File: config.mk
export PLATFORM = sky130hd
export DESIGN_NAME = exu_alu_mc_flat
export DESIGN_NICKNAME = d
export VERILOG_FILES = /design/src/rtl/exu_alu_mc_pkg.sv /design/src/rtl/exu_alu_mc_if.sv /design/src/rtl/exu_alu_mc_shift_iter.sv /design/src/rtl/exu_alu_mc.sv /design/src/flat_wrapper.sv
export SDC_FILE = /design/constraint.sdc
export NUM_CORES = 1
export LEC_CHECK = 0
export ABC_AREA = 1
export CORE_AREA = 2 2 183 185
export CTS_BUF_LIST = sky130_fd_sc_hd__clkbuf_8
export CTS_CLUSTER_DIAMETER = 120
export DETAILED_ROUTE_END_ITERATION = 16
export DIE_AREA = 0 0 185 187
export PLACE_DENSITY = 0.81
export SLEW_MARGIN = 40
export SYNTH_ARGS = -nofsm -noshare
export SYNTH_HDL_FRONTEND = slang
export SYNTH_SLANG_ARGS = --single-unit
File: constraint.sdc
create_clock -name clk -period 13.1 [get_ports clk]
set_input_delay 3.93 -clock clk [delete_from_list [all_inputs] [get_ports clk]]
set_output_delay 3.93 -clock clk [all_outputs]
set_load 0.05 [all_outputs]
File: src/rtl/exu_alu_mc_pkg.sv
// Shared types for the multi-cycle EXU ALU: op encodings, FSM states and shift modes.
// ROL/ROR are only treated as shifts when EXU_ALU_ROTATE_EN is defined.
package exu_alu_mc_pkg;

  // ROL/ROR keep their encodings in every build so decode tables stay stable.
  typedef enum logic [4:0] {
    ALU_ADD, ALU_SUB, ALU_SLT, ALU_SLTU, ALU_AND, ALU_OR, ALU_XOR, ALU_LUI,
    ALU_SLL, ALU_SRL, ALU_SRA, ALU_ROL, ALU_ROR,
    ALU_BEQ, ALU_BNE, ALU_BLT, ALU_BGE, ALU_BLTU, ALU_BGEU,
    ALU_JAL, ALU_JALR
  } alu_op_e;

  typedef enum logic [1:0] {IDLE, SHIFT, DONE} alu_mc_state_e;

  typedef enum logic [2:0] {SH_SLL, SH_SRL, SH_SRA, SH_ROL, SH_ROR} shift_mode_e;

  function automatic logic is_shift_op(alu_op_e op);
`ifdef EXU_ALU_ROTATE_EN
    return op inside {ALU_SLL, ALU_SRL, ALU_SRA, ALU_ROL, ALU_ROR};
`else
    return op inside {ALU_SLL, ALU_SRL, ALU_SRA};
`endif
  endfunction

  function automatic shift_mode_e shift_mode(alu_op_e op);
    case (op)
      ALU_SRL: return SH_SRL;
      ALU_SRA: return SH_SRA;
      ALU_ROL: return SH_ROL;
      ALU_ROR: return SH_ROR;
      default: return SH_SLL;
    endcase
  endfunction

endpackage

File: src/rtl/exu_alu_mc_if.sv
// Issue-side and writeback-side handshake bundle of the multi-cycle ALU.
interface exu_alu_mc_if
  import exu_alu_mc_pkg::*;
#(
  parameter int XLEN    = 32,
  parameter int BRIMM_W = 12
);
  logic               in_valid;
  logic               in_ready;
  alu_op_e            op;
  logic [XLEN-1:0]    a;
  logic [XLEN-1:0]    b;
  logic [XLEN-2:0]    pc;
  logic               pc4;
  logic [BRIMM_W-1:0] brimm;
  logic               predict_t;
  logic               out_valid;
  logic               out_ready;
  logic [XLEN-1:0]    out;
  logic               actual_taken;
  logic               flush_upper;
  logic [XLEN-2:0]    flush_path;

  modport master (
    output in_valid, op, a, b, pc, pc4, brimm, predict_t, out_ready,
    input  in_ready, out_valid, out, actual_taken, flush_upper, flush_path
  );

  modport slave (
    input  in_valid, op, a, b, pc, pc4, brimm, predict_t, out_ready,
    output in_ready, out_valid, out, actual_taken, flush_upper, flush_path
  );
endinterface

File: src/rtl/exu_alu_mc_shift_iter.sv
// Iterative shifter: moves SHIFT_STEP bits per step until the loaded count is used up.
// The rotate (wrap-around fill) mux exists only when EXU_ALU_ROTATE_EN is defined.
module exu_alu_shift_iter
  import exu_alu_mc_pkg::*;
#(
  parameter int XLEN       = 32,
  parameter int SHIFT_STEP = 4,
  localparam int SHW       = $clog2(XLEN),
  localparam int CW        = SHW + 1
) (
  input  logic            clk,
  input  logic            rst_l,
  input  logic            start,
  input  logic            step,
  input  shift_mode_e     mode,
  input  logic [XLEN-1:0] opnd,
  input  logic [SHW-1:0]  shamt,
  output logic            last,
  output logic [XLEN-1:0] data_nxt
);
  logic [XLEN-1:0] data_q;
  logic [CW-1:0]   rem_q, amt;
  shift_mode_e     mode_q;

  assign amt  = (rem_q > CW'(SHIFT_STEP)) ? CW'(SHIFT_STEP) : rem_q;
  assign last = (rem_q <= CW'(SHIFT_STEP));

  always_comb begin
    data_nxt = data_q << amt;
    case (mode_q)
      SH_SRL: data_nxt = data_q >> amt;
      SH_SRA: data_nxt = XLEN'($signed(data_q) >>> amt);
`ifdef EXU_ALU_ROTATE_EN
      SH_ROL: data_nxt = (data_q << amt) | (data_q >> (CW'(XLEN) - amt));
      SH_ROR: data_nxt = (data_q >> amt) | (data_q << (CW'(XLEN) - amt));
`endif
      default: ;
    endcase
  end

  always_ff @(posedge clk) begin
    if (!rst_l) begin
      data_q <= '0;
      rem_q  <= '0;
      mode_q <= SH_SLL;
    end else if (start) begin
      data_q <= opnd;
      rem_q  <= {1'b0, shamt};
      mode_q <= mode;
    end else if (step) begin
      data_q <= data_nxt;
      rem_q  <= rem_q - amt;
    end
  end
endmodule

File: src/rtl/exu_alu_mc.sv
// Multi-cycle integer ALU: one-cycle logic/arith/branch/jump, iterative shifts.
// Define EXU_ALU_ROTATE_EN to make ROL/ROR legal (otherwise they yield 0).
module exu_alu_mc
  import exu_alu_mc_pkg::*;
#(
  parameter int XLEN       = 32,
  parameter int SHIFT_STEP = 4,
  parameter int BRIMM_W    = 12
) (
  input logic         clk,
  input logic         rst_l,
  input logic         flush,
  exu_alu_mc_if.slave io
);
  localparam int SHW = $clog2(XLEN);

  alu_mc_state_e   state, state_nxt;
  logic            in_rdy, accept, iter, sh_last;
  logic [SHW-1:0]  shamt;
  logic [XLEN:0]   diff;
  logic            lt_s, lt_u, ov;
  logic [XLEN-1:0] res, out_q, sh_nxt;
  logic [XLEN-2:0] fp, fpath_q;
  logic            tk, mp, taken_q, mp_q, first_q;

  assign shamt = io.b[SHW-1:0];
  assign iter  = is_shift_op(io.op) && (shamt != '0);

  // Compare from a + ~b + 1: unsigned lt is the missing carry, signed lt is neg^ov.
  assign diff = {1'b0, io.a} + {1'b0, ~io.b} + (XLEN+1)'(1);
  assign ov   = (io.a[XLEN-1] ^ io.b[XLEN-1]) & (diff[XLEN-1] ^ io.a[XLEN-1]);
  assign lt_s = diff[XLEN-1] ^ ov;
  assign lt_u = ~diff[XLEN];

  always_comb begin
    res = '0;
    tk  = 1'b0;
    mp  = 1'b0;
    fp  = '0;
    case (io.op)
      ALU_ADD:  res = io.a + io.b;
      ALU_SUB:  res = diff[XLEN-1:0];
      ALU_SLT:  res = XLEN'(lt_s);
      ALU_SLTU: res = XLEN'(lt_u);
      ALU_AND:  res = io.a & io.b;
      ALU_OR:   res = io.a | io.b;
      ALU_XOR:  res = io.a ^ io.b;
      ALU_LUI:  res = io.b;
      // Shift by zero completes here; nonzero counts go to the iterator.
      ALU_SLL, ALU_SRL, ALU_SRA: res = io.a;
`ifdef EXU_ALU_ROTATE_EN
      ALU_ROL, ALU_ROR: res = io.a;
`endif
      ALU_BEQ:  tk = (diff[XLEN-1:0] == '0);
      ALU_BNE:  tk = (diff[XLEN-1:0] != '0);
      ALU_BLT:  tk = lt_s;
      ALU_BGE:  tk = ~lt_s;
      ALU_BLTU: tk = lt_u;
      ALU_BGEU: tk = ~lt_u;
      ALU_JAL, ALU_JALR: begin
        res = {io.pc, 1'b0} + (io.pc4 ? XLEN'(4) : XLEN'(2));
        tk  = 1'b1;
        mp  = 1'b1;
        fp  = (XLEN-1)'((io.a + io.b) >> 1);
      end
      default: ;
    endcase
    if (io.op inside {ALU_BEQ, ALU_BNE, ALU_BLT, ALU_BGE, ALU_BLTU, ALU_BGEU}) begin
      mp = io.predict_t ^ tk;
      fp = tk ? io.pc + (XLEN-1)'($signed(io.brimm))
              : io.pc + (io.pc4 ? (XLEN-1)'(2) : (XLEN-1)'(1));
    end
  end

  always_comb begin
    in_rdy    = rst_l & ~flush & ((state == IDLE) | ((state == DONE) & io.out_ready));
    accept    = io.in_valid & in_rdy;
    state_nxt = state;
    if (flush) state_nxt = IDLE;
    else begin
      case (state)
        IDLE:    if (accept) state_nxt = iter ? SHIFT : DONE;
        SHIFT:   if (sh_last) state_nxt = DONE;
        DONE:    if (io.out_ready) state_nxt = accept ? (iter ? SHIFT : DONE) : IDLE;
        default: state_nxt = IDLE;
      endcase
    end
  end

  always_ff @(posedge clk) begin
    if (!rst_l) state <= IDLE;
    else        state <= state_nxt;
  end

  always_ff @(posedge clk) begin
    if (!rst_l) begin
      out_q   <= '0;
      taken_q <= 1'b0;
      fpath_q <= '0;
      mp_q    <= 1'b0;
      first_q <= 1'b0;
    end else begin
      if (accept && !iter) begin
        out_q   <= res;
        taken_q <= tk;
        fpath_q <= fp;
        mp_q    <= mp;
      end else if (accept) begin
        taken_q <= 1'b0;
        fpath_q <= '0;
        mp_q    <= 1'b0;
      end else if (state == SHIFT && sh_last) begin
        out_q <= sh_nxt;
      end
      // Marks the first DONE cycle of each result so flush_upper pulses once.
      first_q <= (state_nxt == DONE) & ((state != DONE) | accept);
    end
  end

  exu_alu_shift_iter #(.XLEN(XLEN), .SHIFT_STEP(SHIFT_STEP)) u_shift (
    .clk      (clk),
    .rst_l    (rst_l),
    .start    (accept & iter),
    .step     (state == SHIFT),
    .mode     (shift_mode(io.op)),
    .opnd     (io.a),
    .shamt    (shamt),
    .last     (sh_last),
    .data_nxt (sh_nxt)
  );

  assign io.in_ready     = in_rdy;
  assign io.out_valid    = (state == DONE);
  assign io.out          = out_q;
  assign io.actual_taken = taken_q;
  assign io.flush_path   = fpath_q;
  assign io.flush_upper  = (state == DONE) & first_q & mp_q & ~flush;
endmodule

File: src/flat_wrapper.sv
// flat-port wrapper written by rule: the top's interface ports become plain ports
module exu_alu_mc_flat import exu_alu_mc_pkg::*;
#(
  parameter int XLEN       = 32,
  parameter int SHIFT_STEP = 4,
  parameter int BRIMM_W    = 12
)
  (clk, rst_l, flush, io_in_valid, io_op, io_a, io_b, io_pc, io_pc4, io_brimm, io_predict_t, io_out_ready, io_in_ready, io_out_valid, io_out, io_actual_taken, io_flush_upper, io_flush_path);
  exu_alu_mc_if #(.XLEN(XLEN), .BRIMM_W(BRIMM_W)) io_i ();
  input logic clk;
  input logic rst_l;
  input logic flush;
  input wire logic [$bits(io_i.in_valid)-1:0] io_in_valid;
  input wire logic [$bits(io_i.op)-1:0] io_op;
  input wire logic [$bits(io_i.a)-1:0] io_a;
  input wire logic [$bits(io_i.b)-1:0] io_b;
  input wire logic [$bits(io_i.pc)-1:0] io_pc;
  input wire logic [$bits(io_i.pc4)-1:0] io_pc4;
  input wire logic [$bits(io_i.brimm)-1:0] io_brimm;
  input wire logic [$bits(io_i.predict_t)-1:0] io_predict_t;
  input wire logic [$bits(io_i.out_ready)-1:0] io_out_ready;
  output wire logic [$bits(io_i.in_ready)-1:0] io_in_ready;
  output wire logic [$bits(io_i.out_valid)-1:0] io_out_valid;
  output wire logic [$bits(io_i.out)-1:0] io_out;
  output wire logic [$bits(io_i.actual_taken)-1:0] io_actual_taken;
  output wire logic [$bits(io_i.flush_upper)-1:0] io_flush_upper;
  output wire logic [$bits(io_i.flush_path)-1:0] io_flush_path;
  assign io_i.in_valid = io_in_valid;
  assign io_i.op = io_op;
  assign io_i.a = io_a;
  assign io_i.b = io_b;
  assign io_i.pc = io_pc;
  assign io_i.pc4 = io_pc4;
  assign io_i.brimm = io_brimm;
  assign io_i.predict_t = io_predict_t;
  assign io_i.out_ready = io_out_ready;
  assign io_in_ready = io_i.in_ready;
  assign io_out_valid = io_i.out_valid;
  assign io_out = io_i.out;
  assign io_actual_taken = io_i.actual_taken;
  assign io_flush_upper = io_i.flush_upper;
  assign io_flush_path = io_i.flush_path;
  exu_alu_mc #(.XLEN(XLEN), .SHIFT_STEP(SHIFT_STEP), .BRIMM_W(BRIMM_W)) u_core (.clk(clk), .rst_l(rst_l), .flush(flush), .io(io_i));
endmodule
==> key figures <==
Status
  – Status: completed

Place
  – Pre-CTS setup slack: 2.453 ns
  – Last weighted congestion value of the routability-driven placer: 1.038
  – Number of port buffers: 185
  – Final HPWL DP: 58.51 mm

Critical path
  – Type of element launching the critical path: input pin
  – Setup slack, reg-to-reg: 9.20 ns
  – Worst Path Arrival: 10.72 ns
  – Delay contributed by the slowest stage of the critical path: 0.67 ns
  – Critical path type: in2reg
  – Endpoint type of the worst setup path: register
  – R2r endpoint: u_core.io.out[9]$_SDFFE_PN0P_
  – FF-to-FF path depth: 15
  – Required time at the endpoint of the critical path: 13.47 ns
  – Startpoint of the worst-slack reg-to-reg timing path: u_core.u_shift.rem_q[4]$_SDFFE_PN0P_
  – Largest driver fanout on the critical path: 17
  – Library cell contributing the largest single delay on the critical path: sky130_fd_sc_hd__clkdlybuf4s50_1
  – Top cell by count, worst path: sky130_fd_sc_hd__nand2_1

Global route
  – Number of global-route vias before repair: 18.64k
  – Antenna violations before repair: 0
  – GR Overflow Total: 0
  – First-pass GRT wire length: 108.0 mm
  – Pin count of the biggest net entering global routing: 69
  – Global routing usage summed across all routing layers: 0.4082

Timing
  – Worst slew margin: 0.4378
  – Final critical delay including setup and external delays: 10.35 ns
  – Count of final max-slew check failures: 0
  – Setup violation total in the final timing report: 0
  – Final worst clock skew: 0.01944 ns
  – Final sum of negative setup slack: 0 ns
  – Worst setup margin: 2.749 ns
  – RSZ-0062 raised after global routing: false
  – Hold Violations, Final: 0
  – Upper clock frequency limit: 96.61 MHz
  – Ratio of final minimum period to clock period: 0.7901
  – Transition time at the pin with the least slew margin: 0.8423 ns

Route
  – Post-DR wirelength/cell: 21.62 um
  – Initial DRC Count: 2,184
  – Total number of vias: 20.16k
  – Post-route antenna net violation count: 0
  – DRT Pass-1 Iters: 6
  – Vias per Instance: 6.026
  – Detailed-route DRC error count: 0
  – Drt total wl: 72.32 mm

Clock tree
  – Post-cts sizing count: 0
  – Quantity of hold-fixing buffers added after cts: 0
  – Clock buffer depth: 2
  – CTS root buf: sky130_fd_sc_hd__clkbuf_8
  – CTS tree: done
  – # Post-CTS Setup Buffers: 0
  – Clock tree sinks: 109
  – H-tree level count: 3
  – Clock insertion delay at the later pin of the skew report: 0.44 ns
  – Clock transition at the registers of the reported paths: 0.12 ns
  – Number of buffers added by the clock tree synthesis step: 9

Finish
  – Diodes inserted: 0
  – Fraction of layout instances using a drive strength above 1: 0.06144
  – Number of nets in the finished design: 3,145
  – Post-synthesis to final-layout area growth: 13.82%
  – Count of fill cells added during filler insertion: 3,455

Die
  – Horizontal die dimension: 185 um
  – Total die area: 34,600 um^2
  – Placeable Area: 32,860 um^2
  – Vertical die dimension: 187 um
  – Initial core utilization: 0.4878
  – Io pins: 186
  – FP Rows: 67

Worst hold path
  – Hold crit path type: reg2reg
  – Hold path depth: 2
  – Hold EP: u_core.u_shift.mode_q[2]$_SDFFE_PN0P_
  – Worst hold path startpoint: u_core.u_shift.mode_q[2]$_SDFFE_PN0P_

Synthesis
  – Portion of the post-synthesis area used by sequential elements: 0.1361
  – Most common cell in the netlist: sky130_fd_sc_hd__nand2_1
  – Synthesized netlist net count: 3,053
  – Fraction of registers with async set or reset after synthesis: 0
  – Flip-flop cell with the highest count after synthesis: sky130_fd_sc_hd__dfxtp_1
  – Area of the mapped netlist: 16,030 um^2
  – Dominant cell type by area after synthesis: sky130_fd_sc_hd__nand2_1
  – Top cells by instance count after synthesis: sky130_fd_sc_hd__nand2_1 (794), sky130_fd_sc_hd__inv_1 (380), sky130_fd_sc_hd__o21ai_0 (219)
  – Mapped Cells: 2,800
  – Synthesis Warnings: 0
  – Yosys top cell area share: 0.1859
  – Count of distinct cell types in the synthesized netlist: 63
  – Syn_area_per_cell: 5.725 um^2
  – Count of flip-flops with a built-in enable after synthesis: 0
  – Count of state elements after synthesis: 109
  – Leading post-synthesis cells by cell area: sky130_fd_sc_hd__nand2_1 (19%), sky130_fd_sc_hd__dfxtp_1 (14%), sky130_fd_sc_hd__ha_1 (10%)

Job
  – Max-capacitance violation count: 0

Power and ir drop
  – Ratio of total power to cell area: 62.78 nW/um^2
  – Worst IR drop on VDD: 63.50 uV
  – Leakage power figure: 0.008529 uW
-- worst max-delay path, delay by kind of cell --
| family | cells | cell delay (ns) |
|---|---|---|
| fa+ha+maj | 4 | 1.58 |
| simple gates | 24 | 2.62 |
| buf+inv | 6 | 1.06 |
| compound gates | 10 | 1.29 |
| mux | 1 | 0.21 |
-- worst max path at each step --
stage	from	to	slack, ns
after CTS	io_a[18]	u_core.io.flush_path[18]$_SDFFE_PN0P_	2.88
after detailed placement	io_a[18]	u_core.io.flush_path[18]$_SDFFE_PN0P_	2.45
after global placement	io_b[18]	u_core.io.flush_path[18]$_SDFFE_PN0P_	2.63
after floorplan	io_b[21]	u_core.io.flush_path[18]$_SDFFE_PN0P_	4.02
final	io_a[18]	u_core.io.flush_path[18]$_SDFFE_PN0P_	2.75
after global routing	io_a[18]	u_core.io.flush_path[29]$_SDFFE_PN0P_	2.06
-- placed cells by master (no fill, tap or decap), types with 26 or more instances in the layout --
master                            instances
sky130_fd_sc_hd__a21oi_1                175
sky130_fd_sc_hd__a31oi_1                 47
sky130_fd_sc_hd__clkdlybuf4s50_1        185
sky130_fd_sc_hd__dfxtp_1                109
sky130_fd_sc_hd__ha_1                   129
sky130_fd_sc_hd__inv_1                  379
sky130_fd_sc_hd__inv_2                   31
sky130_fd_sc_hd__nand2_1                794
sky130_fd_sc_hd__nand3_1                141
sky130_fd_sc_hd__nor2_1                 181
sky130_fd_sc_hd__nor3_1                  26
sky130_fd_sc_hd__o211ai_1                60
sky130_fd_sc_hd__o21ai_0                217
sky130_fd_sc_hd__o21ai_1                 34
sky130_fd_sc_hd__o22ai_1                 57
sky130_fd_sc_hd__or2_2                   27
sky130_fd_sc_hd__xor2_1                  26
-- final cells by class --
class / count / area, um^2 / share of cell area
repair buffers: 205 / 2009 / 0.1101
multi-input cells: 2149 / 11710 / 0.6417
clock inverters: 6 / 75.07 / 0.004115
inverters: 418 / 1572 / 0.08613
flip-flops and latches: 109 / 2182 / 0.1196
clock buffers: 10 / 137.6 / 0.007544
well taps: 448 / 560.5 / 0.03072
-- registers in the layout (all words and copies together) (netlist names) --
name and cells:
u_core.u_shift.data_q 32, u_core.io.out 32, u_core.u_shift.mode_q 3, u_core.io.flush_path 31, u_core.u_shift.rem_q 6, u_core.state 2
u_core.first_q 1, u_core.mp_q 1, u_core.io.actual_taken 1
-- power by group --
group / total [uW] / internal [uW] / switching (uW) / leakage (uW)
combinational: 567 / 170 / 397 / 0.00754
clock: 234 / 97.3 / 136 / 0.000111
sequential: 344 / 339 / 5.17 / 0.000882
-- per-layer routing --
layer | share of wire | GRT usage | routed length (um) | up-vias
li1 | - | - | - | 9470
met1 | 0.40 | 0.5184 | 28570 | 9326
met2 | 0.43 | 0.6419 | 31440 | 1142
met3 | 0.10 | 0.08197 | 7474 | 219
met4 | 0.067 | 0.2311 | 4832 | 0
met5 | 0 | 0 | 0 | -
-- cells by family after synthesis --
| family | share of synthesized area |
|---|---|
| adders and majority gates | 0.1069 |
| DFF | 0.1361 |
| other | 0.0002339 |
| muxes | 0.004371 |
| buffers and inverters | 0.1378 |
| and+or+nand+nor | 0.3430 |
| AOI/OAI and AO/OA | 0.2556 |
| xor gates and xnor gates | 0.01585 |
-- metrics by stage --
step | hold slack, ns | total power (uW) | utilization | instance area (um^2) | std cells
4_1_cts | 0.4629 | 1129 | 0.5550 | 18240 | 3345
3_5_place_dp | 0.4457 | 898.4 | 0.5485 | 18020 | 3329
5_1_grt | 0.4829 | 1198 | 0.5552 | 18250 | 3345
6_report | 0.4641 | 1145 | 0.5552 | 18250 | 3345
3_3_place_gp | 0.4311 | 895.9 | 0.5475 | 17990 | 3328
2_1_floorplan | 0.4229 | 696.9 | - | 16030 | 2800
Power figures use the tool's default switching activity.
